### src/rtl/snake_engine.sv
`default_nettype none
// ============================================================================
// Module   : snake_engine
// Brief    : Snake game core on a 2^COL_BITS x 2^ROW_BITS grid. Keeps the
//            body, food, heading and game state, moves one cell per Tick,
//            detects wall/self collisions and places food on free cells.
// Revision : 1.0 - initial release
// ============================================================================
module snake_engine #(
    parameter  int                             COL_BITS  = 4,
    parameter  int                             ROW_BITS  = 4,
    parameter  int                             MAX_LEN   = 16,
    parameter  logic [COL_BITS+ROW_BITS-1:0]   START_LOC = 8'h7D,
    localparam int                             LOC_W     = COL_BITS + ROW_BITS,
    localparam int                             LEN_W     = $clog2(MAX_LEN + 1)
) (
    input  logic                     Clk,
    input  logic                     Reset,
    input  logic                     Left,
    input  logic                     Right,
    input  logic                     Up,
    input  logic                     Down,
    input  logic                     Ack,
    input  logic                     Tick,
    output logic                     Qi,
    output logic                     Qw,
    output logic                     Qm,
    output logic                     Qc,
    output logic                     Qp,
    output logic                     Qv,
    output logic                     Ql,
    output logic [LOC_W-1:0]         Food,
    output logic [LEN_W-1:0]         Length,
    output logic [MAX_LEN*LOC_W-1:0] Locations_Flat
);

    localparam logic [2:0] S_INIT  = 3'd0;
    localparam logic [2:0] S_WAIT  = 3'd1;
    localparam logic [2:0] S_MOVE  = 3'd2;
    localparam logic [2:0] S_CHECK = 3'd3;
    localparam logic [2:0] S_PLACE = 3'd4;
    localparam logic [2:0] S_WIN   = 3'd5;
    localparam logic [2:0] S_LOSE  = 3'd6;

    // Opposite directions differ only in bit 0.
    localparam logic [1:0] D_LEFT  = 2'd0;
    localparam logic [1:0] D_RIGHT = 2'd1;
    localparam logic [1:0] D_UP    = 2'd2;
    localparam logic [1:0] D_DOWN  = 2'd3;

    localparam logic [COL_BITS-1:0] COL_ONE = 1;
    localparam logic [COL_BITS-1:0] COL_MAX = '1;
    localparam logic [ROW_BITS-1:0] ROW_ONE = 1;
    localparam logic [ROW_BITS-1:0] ROW_MAX = '1;
    localparam logic [LOC_W-1:0]    LOC_ONE = 1;
    localparam logic [LEN_W-1:0]    LEN_ONE = 1;

    // Galois feedback masks (right-shifting form) for maximal-length LFSRs.
    function automatic logic [31:0] lfsr_taps(input int width);
        case (width)
            2:       lfsr_taps = 32'h0003;
            3:       lfsr_taps = 32'h0006;
            4:       lfsr_taps = 32'h000C;
            5:       lfsr_taps = 32'h0014;
            6:       lfsr_taps = 32'h0030;
            7:       lfsr_taps = 32'h0060;
            8:       lfsr_taps = 32'h00B8;
            9:       lfsr_taps = 32'h0110;
            10:      lfsr_taps = 32'h0240;
            11:      lfsr_taps = 32'h0500;
            12:      lfsr_taps = 32'h0829;
            13:      lfsr_taps = 32'h100D;
            14:      lfsr_taps = 32'h2015;
            15:      lfsr_taps = 32'h6000;
            default: lfsr_taps = 32'hD008;
        endcase
    endfunction

    localparam logic [LOC_W-1:0] LFSR_TAPS = LOC_W'(lfsr_taps(LOC_W));

    logic [2:0]          state;
    logic [2:0]          state_next;
    logic [LOC_W-1:0]    seg [MAX_LEN];
    logic [LEN_W-1:0]    length;
    logic [LOC_W-1:0]    food;
    logic [LOC_W-1:0]    cand;
    logic [LOC_W-1:0]    lfsr;
    logic [LOC_W-1:0]    lfsr_next;
    logic [1:0]          dir;
    logic [1:0]          pend;
    logic                req_valid;
    logic [1:0]          req_dir;
    logic [ROW_BITS-1:0] head_row;
    logic [COL_BITS-1:0] head_col;
    logic [LOC_W-1:0]    head_next;
    logic                wall_hit;
    logic [MAX_LEN-1:0]  self_vec;
    logic [MAX_LEN-1:0]  occ_vec;
    logic                self_hit;
    logic                occupied;
    logic                eat;
    logic [LEN_W-1:0]    len_inc;
    logic                win_len;

    assign head_row  = seg[0][LOC_W-1:COL_BITS];
    assign head_col  = seg[0][COL_BITS-1:0];
    assign lfsr_next = lfsr[0] ? ((lfsr >> 1) ^ LFSR_TAPS) : (lfsr >> 1);
    assign self_hit  = |self_vec;
    assign occupied  = |occ_vec;
    assign eat       = (seg[0] == food);
    assign len_inc   = length + LEN_ONE;
    assign win_len   = (len_inc == LEN_W'(MAX_LEN));
    assign Food      = food;
    assign Length    = length;

    // Per-segment comparators, masked to the valid part of the body.
    // Segment 0 is the head itself and never counts as a self hit.
    generate
        for (genvar i = 0; i < MAX_LEN; i++) begin : g_cmp
            if (i == 0) begin : g_head
                assign self_vec[i] = 1'b0;
            end else begin : g_body
                assign self_vec[i] = (seg[i] == seg[0]) && (LEN_W'(i) < length);
            end
            assign occ_vec[i] = (seg[i] == cand) && (LEN_W'(i) < length);
            assign Locations_Flat[(MAX_LEN-1-i)*LOC_W +: LOC_W] = seg[i];
        end
    endgenerate

    // Direction request priority: Left > Right > Up > Down.
    always_comb begin
        req_valid = 1'b1;
        req_dir   = D_LEFT;
        if (Left)       req_dir = D_LEFT;
        else if (Right) req_dir = D_RIGHT;
        else if (Up)    req_dir = D_UP;
        else if (Down)  req_dir = D_DOWN;
        else            req_valid = 1'b0;
    end

    // Candidate head one cell along the pending heading; edges are walls.
    always_comb begin
        head_next = seg[0];
        wall_hit  = 1'b0;
        case (pend)
            D_LEFT:  if (head_col == '0)    wall_hit = 1'b1;
                     else head_next = {head_row, head_col - COL_ONE};
            D_RIGHT: if (head_col == COL_MAX) wall_hit = 1'b1;
                     else head_next = {head_row, head_col + COL_ONE};
            D_UP:    if (head_row == '0)    wall_hit = 1'b1;
                     else head_next = {head_row - ROW_ONE, head_col};
            default: if (head_row == ROW_MAX) wall_hit = 1'b1;
                     else head_next = {head_row + ROW_ONE, head_col};
        endcase
    end

    // State register.
    always_ff @(posedge Clk or posedge Reset) begin
        if (Reset) state <= S_INIT;
        else       state <= state_next;
    end

    // Next-state logic; unused encodings recover to INIT.
    always_comb begin
        state_next = state;
        case (state)
            S_INIT:  if (Ack)  state_next = S_PLACE;
            S_WAIT:  if (Tick) state_next = S_MOVE;
            S_MOVE:  state_next = wall_hit ? S_LOSE : S_CHECK;
            S_CHECK: begin
                if (self_hit)  state_next = S_LOSE;
                else if (eat)  state_next = win_len ? S_WIN : S_PLACE;
                else           state_next = S_WAIT;
            end
            S_PLACE: if (!occupied) state_next = S_WAIT;
            S_WIN,
            S_LOSE:  if (Ack)  state_next = S_INIT;
            default: state_next = S_INIT;
        endcase
    end

    // One-hot state outputs.
    always_comb begin
        {Qi, Qw, Qm, Qc, Qp, Qv, Ql} = 7'b0;
        case (state)
            S_INIT:  Qi = 1'b1;
            S_WAIT:  Qw = 1'b1;
            S_MOVE:  Qm = 1'b1;
            S_CHECK: Qc = 1'b1;
            S_PLACE: Qp = 1'b1;
            S_WIN:   Qv = 1'b1;
            S_LOSE:  Ql = 1'b1;
            default: ;
        endcase
    end

    // Datapath: body, length, food, heading, placement candidate and LFSR.
    always_ff @(posedge Clk or posedge Reset) begin
        if (Reset) begin
            for (int i = 0; i < MAX_LEN; i++) seg[i] <= '0;
            length <= '0;
            food   <= '0;
            cand   <= '0;
            lfsr   <= LOC_ONE;
            dir    <= D_RIGHT;
            pend   <= D_RIGHT;
        end else begin
            lfsr <= lfsr_next;
            // Reversal requests are judged against the heading in force.
            if (state == S_INIT)
                pend <= D_RIGHT;
            else if (req_valid && (req_dir != (dir ^ 2'b01)))
                pend <= req_dir;
            case (state)
                S_INIT: begin
                    seg[0] <= START_LOC;
                    seg[1] <= START_LOC - LOC_ONE;
                    length <= LEN_W'(2);
                    dir    <= D_RIGHT;
                    if (Ack) cand <= START_LOC + LOC_ONE;
                end
                S_MOVE: begin
                    dir <= pend;
                    if (!wall_hit) begin
                        for (int i = MAX_LEN - 1; i > 0; i--) seg[i] <= seg[i-1];
                        seg[0] <= head_next;
                    end
                end
                S_CHECK: begin
                    // Growing re-validates the old tail, already shifted in place.
                    if (!self_hit && eat) begin
                        length <= len_inc;
                        if (!win_len) cand <= lfsr;
                    end
                end
                S_PLACE: begin
                    if (occupied) cand <= cand + LOC_ONE;
                    else          food <= cand;
                end
                default: ;
            endcase
        end
    end

endmodule
`default_nettype wire
### config.mk
export PLATFORM = sky130hd
export DESIGN_NAME = snake_engine
export DESIGN_NICKNAME = d
export VERILOG_FILES = /design/src/rtl/snake_engine.sv
export SDC_FILE = /design/constraint.sdc
export NUM_CORES = 1
export LEC_CHECK = 0
export CAP_MARGIN = 20
export CORE_ASPECT_RATIO = 0.75
export CORE_MARGIN = 2
export CORE_UTILIZATION = 50
export CTS_CLUSTER_SIZE = 28
export DETAILED_ROUTE_END_ITERATION = 8
export GPL_TIMING_DRIVEN = 0
export PLACE_DENSITY = 0.74
export SYNTH_ARGS = -nofsm -noshare
export SYNTH_HDL_FRONTEND = slang
export SYNTH_SLANG_ARGS = --single-unit
### constraint.sdc
create_clock -name Clk -period 5.5 [get_ports Clk]
set_clock_uncertainty 0.1 [all_clocks]
set_input_delay 1.375 -clock Clk [delete_from_list [all_inputs] [get_ports Clk]]
set_output_delay 1.375 -clock Clk [all_outputs]
set_load 0.1 [all_outputs]
==> results_dict.tcl, run 1 <==
set metrics [dict create \
    synth_top_area_share_pct 39.0 \
    critical_path.endpoint_type "output port" \
    slowest_stage "sky130_fd_sc_hd__clkdlybuf4s50_1" \
    postSynthRegisterBits 164 \
    timing.hold.worst.class "flop to flop" \
    cts_max_level 4 \
    pwr_density_cell_mw_per_mm2 617 \
    hold_path_origin "lfsr[2]$_DFF_PP0_" \
    critical_path.reg2reg.startpoint "Locations_Flat[121]$_DFFE_PP0P_" \
    synth.most_common_cell "sky130_fd_sc_hd__nand2_1" \
    final_layout_size_suffix_gt1_share_pct 8.57 \
    worstPathArrival_ns 3.01 \
    drt_first_iter_violations 1357 \
    finalMaxSlewViolations 0 \
    grt_setup_unrepaired "false" \
    finalWirelength_mm 35.8 \
    num_vias 9735 \
    core-area_mm2 0.0203 \
    area_delta_synth_final_pct 24.8 \
    post_synth_most_frequent_cells "sky130_fd_sc_hd__nand2_1 (401), sky130_fd_sc_hd__xor2_1 (183), sky130_fd_sc_hd__dfrtp_1 (161)" \
    number_of_buffers_and_inverters_on_the_critical_path 4 \
    ant_nets 0 \
    first_global_vias 9144 \
    netlist.top_cell.by_area "sky130_fd_sc_hd__dfrtp_1" \
    global_route.overflow_total 0 \
    cts_resized 0 \
    floorplan.initialDensity_pct 50.9 \
    worst_skew_pair.late_latency_ns 0.45 \
    die_width_um 170 \
    antenna_cells 0 \
    asyncSetResetFlopFracSynth_pct 100 \
    critPathMaxFanout 9 \
    worstPathRequired_ns 4.03 \
    cpPeakStageDelay_ns 1.19 \
    grt_util_all_layers_pct 33.7 \
    cap_violations 0 \
    leakage_power_of_the_design_nw 6.04 \
    die_outline_height_um 128 \
    nNetsFinal 1392 \
    cts_tree "yes" \
    postSynth.topFlopCell "sky130_fd_sc_hd__dfrtp_1" \
    synth_area_per_inst_um2 8.62 \
    clock.fmax_mhz 223 \
    globalplace.congestion 0.992 \
    cts.hold.buffers_added 0 \
    worst_supply_voltage_drop_on_vdd_v 0.000498 \
    critPathTopFamily "buffers and inverters" \
    synthesis.instances 1198 \
    grt_pass1_wl_mm 55.0 \
    layout_min_cycle_time_ns 4.48 \
    synth_area_mm2 0.0103 \
    pin_count 156 \
    fin_crit_sh_pct 81.5 \
    synth_enable_flop_cells 0 \
    finalHoldViolCount 0 \
    pin_count_of_the_biggest_net_entering_global_routing 41 \
    synthesis.yosys.warnings 0 \
    synthTopCellsByArea "sky130_fd_sc_hd__dfrtp_1 (39%), sky130_fd_sc_hd__xor2_1 (16%), sky130_fd_sc_hd__nand2_1 (15%)" \
    detailed_route_vias_per_instance 5.91 \
    tns_setup_ns 0 \
    tritoncts_num_sinks 164 \
    die_area_mm2 0.0218 \
    cts_post_setup_buffers_inserted 0 \
    numPortBuffers 155 \
    placement_rows 45 \
    seq_area_frac_synth_pct 39.8 \
    worst_slew_pin_slew_ns 0.990 \
    syn-num-nets 1214 \
    detailedRoute.firstPassIterationCount 5 \
    wire_per_inst_um 21.7 \
    post_detailed_placement_half_perimeter_wirelength_mm 25.8 \
    slew_headroom_pct 33.8 \
    cts_root_buf "sky130_fd_sc_hd__clkbuf_16" \
    cts_buffers 17 \
    critical_path_class "flop to output port" \
    critical_path_source "state[1]$_DFFE_PP0P_" \
    clock_path_buffers 2 \
    worst_setup_path_start_kind "flop" \
    run_status "complete, no violations" \
    worstPathCellList "buf_2 -> inv_1 -> or3_2 -> clkinv_1 -> clkdlybuf4s50_1" \
    remaining_drc_errors 0 \
    initial_antenna_violation_count 0 \
    final.hold.worst_slack_ns 0.278 \
    synth_cell_type_count 66 \
    final_setup_violation_count 0 \
    fillCellCount 1689 \
    worst_setup_hold_path_clk_slew_ns 0.07 \
]
## through the flow
stage / utilization [%] / std cells / setup slack [ns] / area (µm²) / power [mW]
global placement: 60.2 / 1611 / 0.571 / 12200 / 6.56
finish: 63.6 / 1647 / 1.02 / 12900 / 7.95
floorplan: - / 1198 / 1.25 / 10300 / 5.41
CTS: 63.6 / 1647 / 1.03 / 12900 / 7.88
global route: 63.6 / 1647 / 0.917 / 12900 / 8.26
detailed placement: 60.6 / 1615 / 1.51 / 12300 / 6.65
## report_power, final
group | total (mW) | switching [mW] | internal [mW] | leakage (nW)
clock | 1.23 | 0.568 | 0.659 | 0.293
sequential | 1.98 | 0.514 | 1.47 | 2.14
combinational | 4.74 | 3.37 | 1.37 | 3.60
## layer usage
layer | vias up | global-route usage [%] | share of wire, %
met5 | - | 0 | 0
met4 | 0 | 12.2 | 3.1
met3 | 96 | 8.64 | 12
met2 | 674 | 47.5 | 42
met1 | 4663 | 50.0 | 43
li1 | 4302 | - | -
## flip-flops by register name, summed over array words and instances (netlist names)
signal	flops
Length	5
Locations_Flat	128
cand	8
pend	2
lfsr	8
state	3
dir	2
Food	8
## logic make-up after synthesis
kind of cell             synth area share (%)
AND/OR/NAND/NOR                          24.1
XOR/XNOR                                 22.5
flip-flops                               39.8
buffers and inverters                    5.72
AO/OA/AOI/OAI                            5.96
multiplexers                            0.860
adder cells (fa/ha/maj)                  1.11
## final timing paths
check                      slack (ns)                        endpoint  depth (start not counted)
min in group asynchronous        1.25  Locations_Flat[97]$_DFFE_PP0P_                          2
max                              1.02                              Qc                          5
max reg2reg                      1.90             cand[6]$_DFFE_PP0P_                         10
min reg2reg                      0.28               lfsr[1]$_DFF_PP0_                          0
max in group asynchronous        3.11               lfsr[0]$_DFF_PP1_                          4
min                              0.28               lfsr[1]$_DFF_PP0_                          0
## area by class of cell
type,instances,area [µm²],share of cell area [%]
Multi-Input combinational cell,937,5630,43.7
Sequential cell,164,4110,31.9
Timing Repair Buffer,159,1630,12.7
Buffer,78,519,4.03
Clock buffer,18,439,3.41
Tap cell,258,323,2.50
Clock inverter,14,165,1.28
Inverter,19,75.1,0.582
## worst register-to-register path: cells and delay by family, from the launching register on
family	cells	cell delay (ns)
buf+inv	2	0.55
xor+xnor	1	0.15
compound gates	3	1.24
flops	1	0.55
simple gates	4	0.86
## layout by cell type (no fill, tap or decap), types with 21 or more instances in the layout
cell                              instances
sky130_fd_sc_hd__xor2_1                 183
sky130_fd_sc_hd__xnor2_1                 78
sky130_fd_sc_hd__nand4_1                 26
sky130_fd_sc_hd__nand2_1                401
sky130_fd_sc_hd__nor3_1                  21
sky130_fd_sc_hd__o21ai_0                 21
sky130_fd_sc_hd__buf_2                   27
sky130_fd_sc_hd__dfrtp_1                161
sky130_fd_sc_hd__clkdlybuf4s50_1        155
sky130_fd_sc_hd__nand3_1                 29
sky130_fd_sc_hd__nor4_1                  45
(Power assumes the default switching activity.)
==> run 2: changes to the inputs <==
Clock period 5.5 ns to 4 ns, I/O delays scaled along.
==> results_dict.tcl, run 2 (synthesis results as in run 1) <==
set metrics [dict create \
    reg2reg_to "cand[6]$_DFFE_PP0P_" \
    initial_antenna_violation_count 0 \
    globalplace.congestion 0.987 \
    power_switching_mw 6.16 \
    pin_count 156 \
    finalInstanceArea_mm2 0.0129 \
    detailedRoute.firstPassIterationCount 6 \
    hold_path_depth 0 \
    area_delta_synth_final_pct 24.7 \
    layout_min_cycle_time_ns 3.83 \
    clock.fmax_mhz 261 \
    finalWirelength_mm 36.0 \
    leakage_power_of_the_design_nw 6.06 \
    fin_crit_sh_pct 95.7 \
    remaining_drc_errors 0 \
    worst_skew_pair.late_latency_ns 0.45 \
    die_width_um 170 \
    clockPowerShare_pct 15.2 \
    critPathMaxFanout 9 \
    power.switching_fraction_pct 56.6 \
    finalHoldViolCount 0 \
    drt_first_iter_violations 1144 \
    numPortBuffers 155 \
    placement_rows 45 \
    final_setup_violation_count 0 \
    power.combinational.fraction_pct 59.8 \
    global_route.overflow_total 0 \
    most-common-layout-cells "sky130_fd_sc_hd__nand2_1 (401), sky130_fd_sc_hd__xor2_1 (183), sky130_fd_sc_hd__dfrtp_1 (161), sky130_fd_sc_hd__clkdlybuf4s50_1 (152), sky130_fd_sc_hd__xnor2_1 (78)" \
    grt_setup_unrepaired "false" \
    cts_max_level 4 \
    final.hold.worst_slack_ns 0.287 \
    largest_reg_flops 128 \
    finalMaxSlewViolations 0 \
    core-area_mm2 0.0203 \
    final_layout_size_suffix_gt1_share_pct 8.64 \
    cts_root_buf "sky130_fd_sc_hd__clkbuf_16" \
    grt_pass1_wl_mm 54.9 \
    worst_slew_pin_slew_ns 0.983 \
    worst_supply_voltage_drop_on_vdd_v 0.000770 \
    rr_worst_depth 10 \
    detailed_route_vias_per_instance 5.85 \
    slew_headroom_pct 34.2 \
    seq_power_share_pct 25.1 \
    tritoncts_num_sinks 164 \
    critical_path.endpoint_type "output port" \
    final_common_cell "sky130_fd_sc_hd__nand2_1" \
    ant_nets 0 \
    timing.hold.worst.class "flop to flop" \
    worst_setup_hold_path_clk_slew_ns 0.07 \
    die_outline_height_um 128 \
    floorplan.initialDensity_pct 50.9 \
    pwr_density_cell_mw_per_mm2 846 \
    cts_tree "yes" \
    antenna_cells 0 \
    critical_path_class "flop to output port" \
    internal_power_mw 4.73 \
    cts_buffers 17 \
    critical_path.reg2reg.startpoint "Locations_Flat[121]$_DFFE_PP0P_" \
    worst_setup_path_start_kind "flop" \
    num_vias 9630 \
    wire_per_inst_um 21.9 \
    cts_post_setup_buffers_inserted 0 \
    clock_path_buffers 2 \
    pin_count_of_the_biggest_net_entering_global_routing 43 \
    worstPathRequired_ns 2.90 \
    nNetsFinal 1392 \
    whs_endpoint "lfsr[1]$_DFF_PP0_" \
    grt_util_all_layers_pct 33.7 \
    hold_path_origin "lfsr[2]$_DFF_PP0_" \
    run_status "complete, no violations" \
    worstPathArrival_ns 2.73 \
    post_detailed_placement_half_perimeter_wirelength_mm 25.7 \
    cap_violations 0 \
    die_area_mm2 0.0218 \
    first_global_vias 9199 \
    placedInstanceArea_mm2 0.0123 \
    worst-r2r-setup-slack_ns 0.41 \
]
==> run 2: changes by cell type in the layout (fill, tap and decap cells not counted), sizes merged <==
| cell | before | now |
|---|---|---|
| clkbuf | 31 | 30 |
| inv | 22 | 26 |
| clkinvlp | 2 | 3 |
| bufinv | 1 | 0 |
| clkinv | 8 | 5 |
| dlymetal6s2s | 0 | 2 |
| dlygate4sd2 | 0 | 1 |
| clkdlybuf4s50 | 155 | 152 |
==> run 2: worst max path at each step <==
stage	start	end	slack [ns]	cells after the start
5_1_grt	state[1]$_DFFE_PP0P_	Qc	0.09	5
3_3_place_gp	Reset	Food[6]$_DFFE_PP0P_	-0.58	2
2_1_floorplan	state[2]$_DFFE_PP0P_	Qw	0.16	2
3_5_place_dp	state[1]$_DFFE_PP0P_	Qc	0.36	5
4_1_cts	state[0]$_DFFE_PP0P_	Qi	0.07	5
6_report	state[1]$_DFFE_PP0P_	Qc	0.17	5
==> run 2: power by group through the flow <==
stage,clock network [mW],logic [mW],registers (mW)
6_report,1.65,6.51,2.73
4_1_cts,1.65,6.44,2.70
5_1_grt,1.73,6.82,2.77
2_1_floorplan,0,2.84,4.61
3_5_place_dp,0,6.40,2.73
3_3_place_gp,0,6.29,2.72
==> run 2: critical path, cell delays in order, from the launching register on <==
cell                            delay (ns)
sky130_fd_sc_hd__dfrtp_1              0.32
sky130_fd_sc_hd__buf_2                0.19
sky130_fd_sc_hd__inv_1                0.15
sky130_fd_sc_hd__or3_2                0.49
sky130_fd_sc_hd__clkinv_1             0.25
sky130_fd_sc_hd__dlygate4sd2_1        0.90
==> run 2: area by class of cell <==
| cell class | instances | area, µm² |
|---|---|---|
| Multi-Input combinational cell | 937 | 5630 |
| Clock buffer | 17 | 425 |
| Sequential cell | 164 | 4110 |
| Buffer | 78 | 519 |
| Fill cell | 1707 | 7400 |
| Inverter | 19 | 75.1 |
| Timing Repair Buffer | 159 | 1640 |
| Clock inverter | 15 | 154 |
| Tap cell | 258 | 323 |
==> run 2: metrics by stage <==
stage	utilization [%]	cells	setup slack (ns)	setup TNS, ns	total power, mW
after floorplan	-	1198	0.160	0	7.45
after global routing	63.5	1647	0.0852	0	11.3
after CTS	63.5	1647	0.0735	0	10.8
after detailed placement	60.6	1615	0.356	0	9.13
after global placement	60.2	1611	-0.580	-90.36	9.02
final	63.5	1647	0.174	0	10.9
==> run 2: repair_timing <==
action | in CTS | in global routing
hold buffers | 0 | 0
endpoints found under the setup margin | 1 | 2
cloned | 0 | 0
resized for setup | 1 | 2
==> run 2: routing by layer <==
layer  part of all wire, %  track usage, %  wire length (µm)
met1                    43            48.7             15300
met4                   3.8            13.2              1360
met5                     0               0                 0
met3                    12            9.78              4390
met2                    42            47.6             15000
==> run 3: changes to the inputs <==
Settings changed: TNS_END_PERCENT from default to 30.
==> results_dict.tcl, run 3 (synthesis results as in run 1) <==
set metrics [dict create \
    run_status "complete, no violations" \
    slew_headroom_pct 33.8 \
    timing.hold.worst.class "flop to flop" \
    placement_rows 45 \
    finalWirelength_mm 35.8 \
    die_area_mm2 0.0218 \
    hold_path_depth 0 \
    dpl.cell_count 1615 \
    cap_violations 0 \
    cts.hold.buffers_added 0 \
    detailedRoute.firstPassIterationCount 5 \
    cpPeakStageDelay_ns 1.17 \
    wire_per_inst_um 21.7 \
    cts_root_buf "sky130_fd_sc_hd__clkbuf_16" \
    worstPathCellList "buf_2 -> inv_1 -> nand2_1 -> clkinv_1 -> clkdlybuf4s50_1" \
    globalplace.congestion 0.992 \
    hold_path_origin "lfsr[2]$_DFF_PP0_" \
    finalInstanceArea_mm2 0.0129 \
    finalHoldViolCount 0 \
    area_delta_synth_final_pct 24.9 \
    placedInstanceArea_mm2 0.0123 \
    nNetsFinal 1392 \
    tritoncts_num_sinks 164 \
    grt_util_all_layers_pct 33.7 \
    grt_pass1_wl_mm 55.0 \
    leakage_power_of_the_design_nw 6.07 \
    finalWorstSetupSlack_ns 0.154 \
    detailed_route_vias_per_instance 5.91 \
    critPathMaxFanout 9 \
    fin_crit_sh_pct 96.2 \
    numPortBuffers 155 \
    layout.core_utilization_pct 63.6 \
    final_setup_violation_count 0 \
    ant_nets 0 \
    worst_supply_voltage_drop_on_vdd_v 0.000685 \
    final_layout_size_suffix_gt1_share_pct 8.57 \
    die_width_um 170 \
    worst_skew_pair.late_latency_ns 0.45 \
    floorplan.initialDensity_pct 50.9 \
    critical_path.endpoint_type "output port" \
    critical_path_class "flop to output port" \
    pin_count 156 \
    slowest_stage "sky130_fd_sc_hd__clkdlybuf4s50_1" \
    clock.fmax_mhz 260 \
    die_outline_height_um 128 \
    layout.cells.non_filler 1647 \
    reg2reg_to "cand[6]$_DFFE_PP0P_" \
    worstPathRequired_ns 2.90 \
    drt_first_iter_violations 1357 \
    cts_buffers 17 \
    worst_slew_pin_slew_ns 0.990 \
    cts_max_level 4 \
    largest_reg_flops 128 \
    num_vias 9727 \
    clock_path_buffers 2 \
    grt_setup_unrepaired "false" \
    cts_tree "yes" \
    most-common-layout-cells "sky130_fd_sc_hd__nand2_1 (401), sky130_fd_sc_hd__xor2_1 (183), sky130_fd_sc_hd__dfrtp_1 (161), sky130_fd_sc_hd__clkdlybuf4s50_1 (152), sky130_fd_sc_hd__xnor2_1 (78)" \
    worst-r2r-setup-slack_ns 0.41 \
    detailedPlace.worstSlack_ns 0.382 \
    layout_min_cycle_time_ns 3.85 \
    antenna_cells 0 \
    core-area_mm2 0.0203 \
    initial_antenna_violation_count 0 \
    remaining_drc_errors 0 \
    worst_setup_hold_path_clk_slew_ns 0.07 \
    worstPathArrival_ns 2.75 \
    pin_count_of_the_biggest_net_entering_global_routing 41 \
    cts_post_setup_buffers_inserted 0 \
    finalMaxSlewViolations 0 \
    worst_setup_path_start_kind "flop" \
    global_route.overflow_total 0 \
    first_global_vias 9144 \
    tns_setup_ns 0 \
    rr_worst_depth 10 \
    pwr_density_cell_mw_per_mm2 848 \
    whs_endpoint "lfsr[1]$_DFF_PP0_" \
    critical_path.reg2reg.startpoint "Locations_Flat[121]$_DFFE_PP0P_" \
    post_detailed_placement_half_perimeter_wirelength_mm 25.8 \
    final_common_cell "sky130_fd_sc_hd__nand2_1" \
]
run 3: cell count changes in the layout (fill, tap and decap cells not counted), sizes merged:
cell and change:
clkbuf +1, clkinvlp -1, bufinv +1, clkinv +3
inv -4
run 3: metrics by stage:
stage	total power, mW	hold WS (ns)
finish	10.9	0.278
detailed placement	9.14	0.266
floorplan	7.44	0.249
global placement	9.02	0.267
CTS	10.8	0.283
global route	11.4	0.289
run 3: layout make-up:
| class | count | area [µm²] |
|---|---|---|
| inverters | 19 | 75.1 |
| multi-input cells | 937 | 5630 |
| clock buffers | 18 | 439 |
| repair buffers | 159 | 1640 |
| flip-flops and latches | 164 | 4110 |
| clock inverters | 14 | 165 |
| fillers | 1691 | 7380 |
| well taps | 258 | 323 |
| plain buffers | 78 | 519 |
run 3: worst max-delay path by stage:
stage	start	endpoint	slack [ns]	depth (start not counted)
after global routing	state[1]$_DFFE_PP0P_	Qp	0.03	5
after detailed placement	state[1]$_DFFE_PP0P_	Qc	0.38	5
after global placement	Reset	Food[4]$_DFFE_PP0P_	-0.55	2
after CTS	state[1]$_DFFE_PP0P_	Qm	0.005	4
after floorplan	state[1]$_DFFE_PP0P_	Locations_Flat[47]$_DFFE_PP0P_	-0.05	9
final	state[1]$_DFFE_PP0P_	Qp	0.15	5
run 3: timing repair:
action,in CTS,in global routing
endpoints found under the setup margin,1,2
gates resized for setup,1,2
hold endpoints to repair,0,0
gates cloned,0,0
run 3: power breakdown:
| part | switching (mW) | internal, mW | leakage (nW) |
|---|---|---|---|
| Combinational | 4.64 | 1.88 | 3.64 |
| Clock | 0.781 | 0.906 | 0.293 |
| Sequential | 0.706 | 2.02 | 2.14 |
| Total | 6.13 | 4.80 | 6.07 |
run 3: routing by layer:
layer | wire length, µm | share of wire (%) | GRT usage, % | vias to the layer above
met5 | 0 | 0 | 0 | -
met4 | 1140 | 3.2 | 12.2 | 0
met3 | 4260 | 12 | 8.64 | 96
met2 | 14800 | 41 | 47.5 | 670
met1 | 15500 | 43 | 50.0 | 4660
li1 | - | - | - | 4301
run 3: worst max-delay path, delay by kind of cell, from the launching register on:
kind	cells	cell delay [ns]
flops	1	0.36
buf+inv	4	1.75
simple gates	1	0.21
